## src/rtl/ag32gbd_bram_pkg.sv

```systemverilog
// Shared constants, state type and address helper for the BRAM arbiter.
package ag32gbd_bram_pkg;

  localparam logic [1:0] REQ_REGW = 2'd0;
  localparam logic [1:0] REQ_BUFW = 2'd1;
  localparam logic [1:0] REQ_REGR = 2'd2;
  localparam logic [1:0] REQ_BUFR = 2'd3;

  localparam logic [9:0] BUF_A_BASE = 10'h000;
  localparam logic [9:0] BUF_B_BASE = 10'h100;
  localparam logic [9:0] REG_BASE   = 10'h200;

  typedef enum logic [1:0] {
    ST_IDLE,
    ST_ISSUE,
    ST_WAIT,
    ST_DONE
  } arb_state_t;

  // Physical address of a byte inside one of the two image buffers.
  function automatic logic [9:0] buf_addr(input logic bank, input logic [7:0] offset);
    return (bank ? BUF_B_BASE : BUF_A_BASE) | {2'b00, offset};
  endfunction

endpackage

```

## src/rtl/ag32gbd_rr_arbiter4.sv

```systemverilog
// Four-way round-robin picker: the first active request at or after ptr wins.
module ag32gbd_rr_arbiter4
  import ag32gbd_bram_pkg::*;
(
  input  logic [3:0] req,
  input  logic [1:0] ptr,
  output logic [3:0] grant,
  output logic [1:0] grant_idx
);

  logic [1:0] idx;

  // Scan from lowest to highest priority so the closest request to ptr is written last.
  always_comb begin
    grant     = 4'b0000;
    grant_idx = 2'd0;
    idx       = 2'd0;
    for (int k = 3; k >= 0; k--) begin
      idx = ptr + 2'(k);
      if (req[idx]) begin
        grant     = 4'b0001 << idx;
        grant_idx = idx;
      end
    end
  end

endmodule

```

## src/rtl/ag32gbd_bram_arbiter.sv

```systemverilog
// Shares one single-port 1Kx8 BRAM between four requesters and owns the
// ping-pong image buffer selection; flips happen only between transactions.
module ag32gbd_bram_arbiter
  import ag32gbd_bram_pkg::*;
#(
  parameter int         RD_LAT   = 1,
  parameter logic [9:0] REG_BASE = ag32gbd_bram_pkg::REG_BASE
) (
  input  logic        sys_clock,
  input  logic        resetn,
  input  logic [3:0]  req_valid,
  input  logic [3:0]  req_we,
  input  logic [39:0] req_addr,
  input  logic [31:0] req_wdata,
  output logic [3:0]  req_done,
  output logic        req_err,
  output logic [7:0]  rdata,
  input  logic        flip_req,
  output logic        flip_done,
  output logic        front_sel,
  output logic        bram_en,
  output logic        bram_we,
  output logic [9:0]  bram_addr,
  output logic [7:0]  bram_wdata,
  input  logic [7:0]  bram_rdata
);

  arb_state_t state, state_next;

  logic [1:0] rr_ptr;
  logic [3:0] grant_onehot;
  logic [1:0] grant_idx;
  logic [9:0] sel_addr;
  logic [9:0] grant_addr;
  logic       grant_err;
  logic       grant_start;
  logic       flip_service;
  logic       wait_last;

  logic [3:0] lat_grant;
  logic       lat_we;
  logic       lat_err;
  logic [9:0] lat_addr;
  logic [7:0] lat_wdata;
  logic [1:0] wait_cnt;
  logic       flip_pending;

  ag32gbd_rr_arbiter4 u_rr (
    .req       (req_valid),
    .ptr       (rr_ptr),
    .grant     (grant_onehot),
    .grant_idx (grant_idx)
  );

  assign flip_service = (state == ST_IDLE) && flip_pending;
  assign grant_start  = (state == ST_IDLE) && !flip_pending && (|req_valid);
  assign wait_last    = (wait_cnt == 2'(RD_LAT - 1));

  // Map the winner's address: buffer requesters get a bank bit, register requesters are range-checked.
  always_comb begin
    sel_addr   = req_addr[10*grant_idx +: 10];
    grant_addr = sel_addr;
    grant_err  = 1'b0;
    case (grant_idx)
      REQ_BUFW: grant_addr = buf_addr(~front_sel, sel_addr[7:0]);
      REQ_BUFR: grant_addr = buf_addr(front_sel, sel_addr[7:0]);
      default:  grant_err  = (sel_addr < REG_BASE);
    endcase
  end

  // State register.
  always_ff @(posedge sys_clock or negedge resetn) begin
    if (!resetn) state <= ST_IDLE;
    else         state <= state_next;
  end

  // Next-state and strobe decode; all outputs are pure functions of the registered state.
  always_comb begin
    state_next = state;
    bram_en    = 1'b0;
    bram_we    = 1'b0;
    bram_addr  = 10'h000;
    bram_wdata = 8'h00;
    req_done   = 4'b0000;
    req_err    = 1'b0;
    flip_done  = 1'b0;
    case (state)
      ST_IDLE: begin
        flip_done = flip_pending;
        if (grant_start) state_next = grant_err ? ST_DONE : ST_ISSUE;
      end
      ST_ISSUE: begin
        bram_en    = 1'b1;
        bram_we    = lat_we;
        bram_addr  = lat_addr;
        bram_wdata = lat_wdata;
        state_next = lat_we ? ST_DONE : ST_WAIT;
      end
      ST_WAIT: begin
        if (wait_last) state_next = ST_DONE;
      end
      ST_DONE: begin
        req_done   = lat_grant;
        req_err    = lat_err;
        state_next = ST_IDLE;
      end
      default: state_next = ST_IDLE;
    endcase
  end

  // Transaction latch, read-latency counter, read data capture and buffer flip bookkeeping.
  always_ff @(posedge sys_clock or negedge resetn) begin
    if (!resetn) begin
      rr_ptr       <= 2'd0;
      lat_grant    <= 4'b0000;
      lat_we       <= 1'b0;
      lat_err      <= 1'b0;
      lat_addr     <= 10'h000;
      lat_wdata    <= 8'h00;
      wait_cnt     <= 2'd0;
      rdata        <= 8'h00;
      flip_pending <= 1'b0;
      front_sel    <= 1'b0;
    end else begin
      if (grant_start) begin
        rr_ptr    <= grant_idx + 2'd1;
        lat_grant <= grant_onehot;
        lat_we    <= req_we[grant_idx];
        lat_err   <= grant_err;
        lat_addr  <= grant_addr;
        lat_wdata <= req_wdata[8*grant_idx +: 8];
      end
      if (state == ST_ISSUE)     wait_cnt <= 2'd0;
      else if (state == ST_WAIT) wait_cnt <= wait_cnt + 2'd1;
      if ((state == ST_WAIT) && wait_last) rdata <= bram_rdata;
      if (flip_req)          flip_pending <= 1'b1;
      else if (flip_service) flip_pending <= 1'b0;
      if (flip_service) front_sel <= ~front_sel;
    end
  end

endmodule

```

## config.mk

```make
export PLATFORM = sky130hd
export DESIGN_NAME = ag32gbd_bram_arbiter
export DESIGN_NICKNAME = d
export VERILOG_FILES = /design/src/rtl/ag32gbd_bram_pkg.sv /design/src/rtl/ag32gbd_rr_arbiter4.sv /design/src/rtl/ag32gbd_bram_arbiter.sv
export SDC_FILE = /design/constraint.sdc
export NUM_CORES = 1
export LEC_CHECK = 0
export BUFFER_PORTS_ARGS = -buffer_cell sky130_fd_sc_hd__buf_2
export CORE_MARGIN = 10
export CORE_UTILIZATION = 32
export DETAILED_ROUTE_END_ITERATION = 16
export HOLD_SLACK_MARGIN = 0.12
export PLACE_DENSITY_LB_ADDON = 0.2
export SLEW_MARGIN = 20
export SYNTH_ARGS = -nofsm -noshare
export SYNTH_HDL_FRONTEND = slang
export SYNTH_SLANG_ARGS = --single-unit
export TNS_END_PERCENT = 20
```

## constraint.sdc

```tcl
create_clock -name sys_clock -period 9.6 [get_ports sys_clock]
set_clock_uncertainty 0.2 [all_clocks]
set_input_delay 0.96 -clock sys_clock [delete_from_list [all_inputs] [get_ports sys_clock]]
set_output_delay 0.96 -clock sys_clock [all_outputs]
set_load 0.02 [all_outputs]
```

==> results of run 1 <==
[state kept, by name, summed over array words and instances, names as in the netlist]
name	flops
flip_pending	1
wait_cnt	2
state	2
front_sel	1
lat_we	1
rdata	8
rr_ptr	2
lat_addr	10
lat_grant	4
lat_wdata	8
lat_err	1
[cell families after synthesis]
logic type	synth area share
AO/OA/AOI/OAI	0.357
AND/OR/NAND/NOR	0.181
buffers and inverters	0.0703
flip-flops	0.257
multiplexers	0.0803
adder cells (fa/ha/maj)	0.0514
XOR/XNOR	0.00225
[power by group through the flow]
stage / logic, mW / clock network (mW) / registers, mW
floorplan: 0.851 / 0 / 0.320
CTS: 1.14 / 0.216 / 0.311
global route: 1.24 / 0.221 / 0.322
global placement: 1.12 / 0 / 0.311
finish: 1.14 / 0.208 / 0.311
detailed placement: 1.13 / 0 / 0.314
[routing by layer]
metal / up-vias / GRT usage
met4: 0 / 0.0397
met5: - / 0
met2: 156 / 0.295
met1: 1975 / 0.196
li1: 1846 / -
met3: 11 / 0.0296
[worst max-delay path by stage]
stage | start | end | depth (start not counted) | slack [ns]
6_report | rr_ptr[0]$_DFFE_PN0P_ | lat_addr[8]$_DFFE_PN0P_ | 13 | 4.56
5_1_grt | rr_ptr[0]$_DFFE_PN0P_ | lat_addr[8]$_DFFE_PN0P_ | 13 | 4.32
4_1_cts | rr_ptr[0]$_DFFE_PN0P_ | lat_addr[8]$_DFFE_PN0P_ | 13 | 4.66
3_5_place_dp | rr_ptr[0]$_DFFE_PN0P_ | lat_addr[8]$_DFFE_PN0P_ | 13 | 4.68
3_3_place_gp | rr_ptr[0]$_DFFE_PN0P_ | lat_addr[8]$_DFFE_PN0P_ | 13 | 4.74
2_1_floorplan | rr_ptr[0]$_DFFE_PN0P_ | lat_addr[8]$_DFFE_PN0P_ | 16 | 6.11
[layout make-up]
cell class / count / area share
clock buffers: 6 / 0.0295
clock inverters: 2 / 0.00825
inverters: 11 / 0.00878
multi-input cells: 337 / 0.561
flip-flops and latches: 40 / 0.213
well taps: 147 / 0.0391
repair buffers: 128 / 0.140
[worst min-delay path: cells and delay by family (launching register included)]
kind               cells  cell delay (ns)
DFF                    1             0.35
AOI/OAI and AO/OA      1             0.06
and+or+nand+nor        1             0.05
[through the flow]
stage	setup slack (ns)	std cells	instance area, um2	power (mW)
after floorplan	6.11	432	3890	1.17
after global placement	4.74	663	4520	1.43
after detailed placement	4.68	663	4520	1.45
after CTS	4.66	671	4700	1.67
after global routing	4.32	671	4700	1.79
final	4.56	671	4700	1.66
[layout by cell type, fill, tap and decap left out, types with 7 or more instances in the layout]
cell type	count
buf_2	121
and2_1	43
dfrtp_1	39
nand3_1	34
a21oi_1	26
o21ai_0	23
o211ai_1	21
a221o_1	21
o21ai_1	19
nor2b_1	18
o2111a_1	17
a31oi_1	17
ha_1	16
o32ai_2	11
inv_1	10
mux2_2	9
mux2i_1	8
nor2_1	8
nand2_1	7
o32ai_1	7
buf_4	7
==> impl_metrics.yaml, run 1 <==
detailed_routing:
  firstDrtPassIters: 5
  drt-vias-per-instance: 5.94
  initialDrtViolationCount: 236
  wl_met1_mm: 5.94
  wl_per_cell_um: 21.0
  drc_errors: 0
  highest_layer: "met4"
  wl_mm: 14.1
  detail-route-antenna-nets: 0
  route.met3.wl_um: 863
  wl_met2_mm: 7.14
  dr_total_vias: 3988
clock_tree:
  hold_buffers: 0
  h-tree-depth: 2
  postCtsSetupRepairBufs: 0
  cts_sinks: 40
  path_clk_slew_ns: 0.07
  clockRootBuffer: "clkbuf_16"
  numCtsBuffers: 5
  clk_latency_ns: 0.29
  cts_resized: 0
  cts_tree: "done"
  max-clock-path-buffers: 2
die:
  ios: 126
  dieArea_um2: 17000
  start_util: 0.326
  core_area_um2: 12000
  fp.dieH_um: 130
  row_count: 40
  die_w_um: 130
power_and_ir_drop:
  p_int_mw: 0.794
  power.clock.fraction: 0.125
  power_frac_comb: 0.687
  swShare: 0.522
  p_sw_mw: 0.868
  power.leakage_nw: 2.03
  powerDensity_nw_per_um2: 353
  ir_drop_mv: 0.131
  seqPwrFrac: 0.187
logic_synthesis:
  async_flop_share: 1.00
  synthTopCellsByArea: "dfrtp_1 (26%), and2_1 (6.9%), a221o_1 (5.4%), ha_1 (5.1%), o2111a_1 (4.9%)"
  ys.flop_type: "dfrtp_1"
  yosysWarnings: 0
  ys_seq_area_frac: 0.257
  synth_seq_cells: 40
  syn_avg_cell_area_um2: 9.02
  syn_nets: 539
  yosys.cell_types.count: 49
  yosysTopAreaCell: "dfrtp_1"
  yosysMostFrequentCell: "and2_1"
  synth_edf_count: 0
  synth_commonest_cells: "and2_1 (43), dfrtp_1 (40), nand3_1 (34)"
  synth_top_area_frac: 0.257
  syn_inst: 432
  syn_area_um2: 3890
sta:
  max_freq_ghz: 0.198
  period_needed_ns: 5.04
  tns_ns: 0
  setup_viol: 0
  rsz0062_at_grt: "false"
  period_share: 0.525
  slew_headroom: 0.302
  holdWs_ns: 0.296
  slew_viol_final: 0
  worst_pin_slew_ns: 1.03
  hold_violations: 0
setup_path:
  crit_buf_inv: 3
  crit_arrival_ns: 5.03
  rr_worst_depth: 13
  cpMostUsedCell: "ha_1"
  path_cells: "buf_4 -> inv_1 -> ha_1 -> mux4_2 -> nor2b_4 -> o21a_4 -> nor2_4 -> inv_2 -> ha_1 -> mux2i_1 -> nor2_1 -> o21ai_1 -> o311ai_2"
  r2r-start: "rr_ptr[0]$_DFFE_PN0P_"
  critPathMaxStageDelay_ns: 0.80
  worst_setup_path_start_kind: "flop"
  cpMaxStageDelayCell: "mux4_2"
  required_ns: 9.59
  crit_type: "reg -> reg"
  regToRegSetupSlack_ns: 4.56
  path_max_fanout: 68
  critical-path-top-delay-family: "buffers and inverters"
  cp-end-kind: "flop"
  regToRegEndpoint: "lat_addr[8]$_DFFE_PN0P_"
grt:
  grt_max_degree: 69
  antenna_found_initial: 0
  overflow: 0
  grt_pass1_wl_mm: 22.2
  grtUsageTotal: 0.164
  grt_pass1_vias: 4188
finish:
  area.sequential_um2: 1000
  num_antenna_cells: 0
  num-nets-final: 630
  fillers: 1221
  fin_util: 0.393
  drive_gt1_frac: 0.334
  area_growth_pct: 20.7
  multi_input_area_um2: 2640
outcome:
  status: "finished clean"
place:
  io_buffers: 121
  hpwl_mm: 9.44
  gp_congestion: 0.782
worst_hold_path:
  worstHoldStart: "lat_addr[9]$_DFFE_PN0P_"
  min_to: "lat_addr[9]$_DFFE_PN0P_"
  whs_path_depth: 2
  hold_class: "reg -> reg"
run:
  maxCapViolCount: 0
Note: power is estimated with default switching activity, not from simulation.
==> inputs of run 2 (changes only) <==
Clock period 9.6 ns to 4.8 ns, I/O delays scaled along.
==> run 2 against run 1 <==
  * Count of clock-buffer cells in the layout decreased by 1
  * Non-clock buffer count is 3 higher
  * Combinational power grew 98%
  * Critical endpoint unchanged
  * Via count shrank 1.3%
  * Critical path type unchanged
  * Sequential cell count stayed put
  * Sequential share of layout area is 0.085 points lower
  * Clock power rose by 99%
  * Wire length shrank 1.2%
  * Global-route usage decreased by 0.081 points
  * Power increased by 100%
==> impl_metrics.yaml, run 2 (synthesis gave the netlist of run 1 again) <==
sta:
  slew_headroom: 0.309
  period_needed_ns: 3.98
  period_share: 0.830
  setup_viol: 0
  hold_violations: 0
  tns_ns: 0
  setup_slack_ns: 0.818
  worst_pin_slew_ns: 1.02
  slew_viol_final: 0
  max_freq_ghz: 0.251
  rsz0062_at_grt: "false"
clock_tree:
  cts_sinks: 40
  max-clock-path-buffers: 2
  clk_latency_ns: 0.30
  clockRootBuffer: "clkbuf_16"
  h-tree-depth: 2
  cts_tree: "done"
  path_clk_slew_ns: 0.07
  numCtsBuffers: 5
  cts_resized: 0
  hold_buffers: 0
  postCtsSetupRepairBufs: 0
place:
  io_buffers: 121
  post-place-ws_ns: 0.843
  hpwl_mm: 9.59
  gp_congestion: 0.795
  place_inst: 666
die:
  ios: 126
  core_area_um2: 12000
  row_count: 40
  die_w_um: 130
  dieArea_um2: 17000
  start_util: 0.326
  fp.dieH_um: 130
detailed_routing:
  drt-vias-per-instance: 5.83
  dr_total_vias: 3938
  firstDrtPassIters: 5
  wl_per_cell_um: 20.6
  wl_mm: 13.9
  detail-route-antenna-nets: 0
  drc_errors: 0
  initialDrtViolationCount: 261
run:
  maxCapViolCount: 0
finish:
  num-nets-final: 633
  fin_util: 0.395
  layout_commonest_cell: "buf_2"
  largest-register: "lat_addr"
  stdcell_count: 675
  largest_register_ffs: 10
  top_regs: "lat_addr: 10 flops, lat_wdata: 8 flops, rdata: 8 flops"
  area_growth_pct: 21.2
  drive_gt1_frac: 0.338
  mostFrequentLayoutCells: "buf_2 (121), and2_1 (43), dfrtp_1 (39)"
power_and_ir_drop:
  power.leakage_nw: 2.04
  p_total_mw: 3.32
  ir_drop_mv: 0.249
  powerDensity_nw_per_um2: 704
grt:
  grt_pass1_wl_mm: 22.0
  grt_max_degree: 50
  grtUsageTotal: 0.163
  antenna_found_initial: 1
  overflow: 0
  grt_pass1_vias: 4025
setup_path:
  required_ns: 4.80
  crit_arrival_ns: 3.98
  cp-end-kind: "flop"
  path_max_fanout: 23
  worst_setup_path_start_kind: "flop"
  crit_type: "reg -> reg"
worst_hold_path:
  hold_class: "in -> async"
outcome:
  status: "finished clean"
[run 2: final timing paths]
check	from	to	slack, ns	cells after the start
setup / recovery	rr_ptr[1]$_DFFE_PN0P_	lat_addr[8]$_DFFE_PN0P_	0.82	13
hold reg to reg	lat_addr[9]$_DFFE_PN0P_	lat_addr[9]$_DFFE_PN0P_	0.28	2
hold / removal	resetn	lat_addr[1]$_DFFE_PN0P_	0.13	1
max in group asynchronous	resetn	rr_ptr[0]$_DFFE_PN0P_	3.61	1
min in group sys_clock	flip_req	flip_pending$_DFFE_PN0P_	0.18	2
setup reg to reg	rr_ptr[1]$_DFFE_PN0P_	lat_addr[8]$_DFFE_PN0P_	0.82	13
[run 2: layout make-up]
| cell class | count | area (um2) |
|---|---|---|
| diodes | 1 | 2.50 |
| clock buffers | 5 | 125 |
| clock inverters | 3 | 46.3 |
| fillers | 1220 | 7240 |
| inverters | 11 | 41.3 |
| multi-input cells | 337 | 2640 |
| flip-flops and latches | 40 | 1000 |
| well taps | 147 | 184 |
| repair buffers | 131 | 681 |
[run 2: where the power goes]
group / total [mW] / switching (mW) / internal, mW
logic: 2.26 / 1.43 / 0.834
clock network: 0.414 / 0.166 / 0.248
registers: 0.648 / 0.141 / 0.507
[run 2: critical path, stage by stage, from the launching register on]
cell	delay [ns]
dfrtp_1	0.68
inv_1	0.26
ha_1	0.43
mux4_2	0.80
nor2b_4	0.18
buf_4	0.28
o21a_4	0.37
nor2_4	0.07
inv_2	0.12
ha_1	0.16
mux2i_1	0.06
nor2_1	0.08
o21ai_1	0.11
o311ai_2	0.09
[run 2: layer usage]
metal	global-route usage	vias up	part of all wire
met5	0	-	0
met4	0.0456	0	0.014
met3	0.0316	10	0.058
met2	0.282	129	0.50
met1	0.201	1938	0.43
li1	-	1861	-
[run 2: through the flow]
step | area, um2 | hold slack, ns
floorplan | 3890 | -0.0156
global placement | 4550 | 0.262
detailed placement | 4550 | 0.265
CTS | 4720 | 0.175
global route | 4720 | 0.201
finish | 4720 | 0.126
==> inputs of run 3 (changes only) <==
Clock period 4.8 ns to 3.3 ns, I/O delays scaled along.
==> run 3 against run 2 <==
  * Non-clock buffer count rose by 39
  * Hold slack got worse by 0.0048 ns
  * Sequential share of layout area fell by 1.6 points
  * Sequential power rose by 36%
  * Highest routed layer unchanged
==> impl_metrics.yaml, run 3 (synthesis gave the netlist of run 1 again) <==
detailed_routing:
  dr_total_vias: 4133
  wl_met1_mm: 5.92
  wl_per_cell_um: 20.1
  route.met3.wl_um: 836
  drt-vias-per-instance: 5.80
  wl_met2_mm: 7.42
  detail-route-antenna-nets: 0
  firstDrtPassIters: 5
  wl_mm: 14.4
  drc_errors: 0
  highest_layer: "met4"
  initialDrtViolationCount: 303
power_and_ir_drop:
  seqPwrFrac: 0.178
  power_frac_comb: 0.702
  p_sw_mw: 2.54
  powerDensity_nw_per_um2: 971
  power.leakage_nw: 2.22
  ir_drop_mv: 0.429
  swShare: 0.513
  p_total_mw: 4.96
  power.clock.fraction: 0.120
  p_int_mw: 2.42
setup_path:
  cp-end-kind: "flop"
  path_max_fanout: 19
  required_ns: 3.29
  worst_setup_path_start_kind: "flop"
  crit_type: "reg -> reg"
  crit_arrival_ns: 2.96
sta:
  setup_slack_ns: 0.327
  period_share: 0.901
  tns_ns: 0
  worst_pin_slew_ns: 0.951
  slew_headroom: 0.366
  holdWs_ns: 0.121
  hold_violations: 0
  setup_viol: 0
  max_freq_ghz: 0.336
  slew_viol_final: 0
  rsz0062_at_grt: "false"
  period_needed_ns: 2.97
die:
  die_w_um: 130
  fp.dieH_um: 130
  start_util: 0.326
  core_area_um2: 12000
  ios: 126
  row_count: 40
  dieArea_um2: 17000
finish:
  num-nets-final: 672
  num_antenna_cells: 0
  area_growth_pct: 31.1
  top_regs: "lat_addr: 10 flops, lat_wdata: 8 flops, rdata: 8 flops"
  mostFrequentLayoutCells: "buf_2 (121), and2_1 (43), dfrtp_1 (39)"
  area.sequential_um2: 1000
  largest_register_ffs: 10
  fillers: 1196
  layout_commonest_cell: "buf_2"
  fin_area_um2: 5110
  fin_util: 0.427
  multi_input_area_um2: 2640
  drive_gt1_frac: 0.329
  stdcell_count: 713
  largest-register: "lat_addr"
clock_tree:
  clockRootBuffer: "clkbuf_16"
  numCtsBuffers: 5
  clk_latency_ns: 0.29
  postCtsSetupRepairBufs: 0
  h-tree-depth: 2
  path_clk_slew_ns: 0.07
  cts_tree: "done"
  max-clock-path-buffers: 2
  cts_sinks: 40
run:
  maxCapViolCount: 0
place:
  place_inst: 674
  io_buffers: 121
  hpwl_mm: 9.82
  gp_congestion: 0.794
  post-place-ws_ns: 0.323
  placed_area_um2: 4620
grt:
  grt_max_degree: 50
  grt_pass1_wl_mm: 22.5
  overflow: 0
  antenna_found_initial: 0
  grtUsageTotal: 0.166
  grt_pass1_vias: 4262
outcome:
  status: "finished clean"
worst_hold_path:
  hold_class: "in -> reg"
run 3: cell count changes in the layout (fill, tap and decap cells not counted):
cell,previous run,this run
dlygate4sd3_1,0,31
buf_4,10,17
buf_12,0,1
clkbuf_8,0,1
clkinv_4,0,1
clkinvlp_4,1,0
diode_2,1,0
inv_6,1,0
run 3: timing repair:
item	in CTS	in global routing
setup endpoints to repair	0	0
hold buffers	31	0
endpoints found under the hold margin	62	0
resized for setup	0	0
run 3: cell type report:
class                           instances  area share
Sequential cell                        40       0.196
Tap cell                              147      0.0360
Clock inverter                          2     0.00760
Multi-Input combinational cell        337       0.517
Timing Repair Buffer                  170       0.208
Clock buffer                            6      0.0272
Inverter                               11     0.00809
run 3: final timing paths:
check / endpoint / slack, ns / start / cells past startpoint
max: lat_addr[8]$_DFFE_PN0P_ / 0.33 / rr_ptr[0]$_DFFE_PN0P_ / 12
min: lat_we$_DFFE_PN0P_ / 0.12 / req_we[1] / 3
max reg2reg: lat_addr[8]$_DFFE_PN0P_ / 0.33 / rr_ptr[0]$_DFFE_PN0P_ / 12
min reg2reg: lat_addr[9]$_DFFE_PN0P_ / 0.29 / lat_addr[9]$_DFFE_PN0P_ / 2
max in group asynchronous: rr_ptr[0]$_DFFE_PN0P_ / 1.70 / resetn / 2
min in group asynchronous: lat_addr[2]$_DFFE_PN0P_ / 0.55 / resetn / 2
run 3: power groups by stage:
stage	Clock, mW	Combinational [mW]	Sequential (mW)
after floorplan	0	2.48	0.931
after global placement	0	3.40	0.888
after detailed placement	0	3.43	0.897
after CTS	0.607	3.48	0.887
after global routing	0.631	3.78	0.914
final	0.595	3.48	0.882
run 3: per-layer routing:
metal  global-route usage  vias to the layer above
met5                    0                        -
met4               0.0443                        0
met3               0.0268                       12
met2                0.301                      137
met1                0.198                     2054
li1                     -                     1930
run 3: worst max-delay path, stage by stage, from the launching register on:
cell and delay (ns):
dfrtp_2 0.35, inv_1 0.05, ha_1 0.36, mux4_2 0.56, nor2b_4 0.50, o21a_4 0.21, nor2_4 0.04, inv_2 0.10
ha_1 0.16, mux2i_1 0.06, nor2_1 0.08, o21ai_1 0.09, o311ai_2 0.09
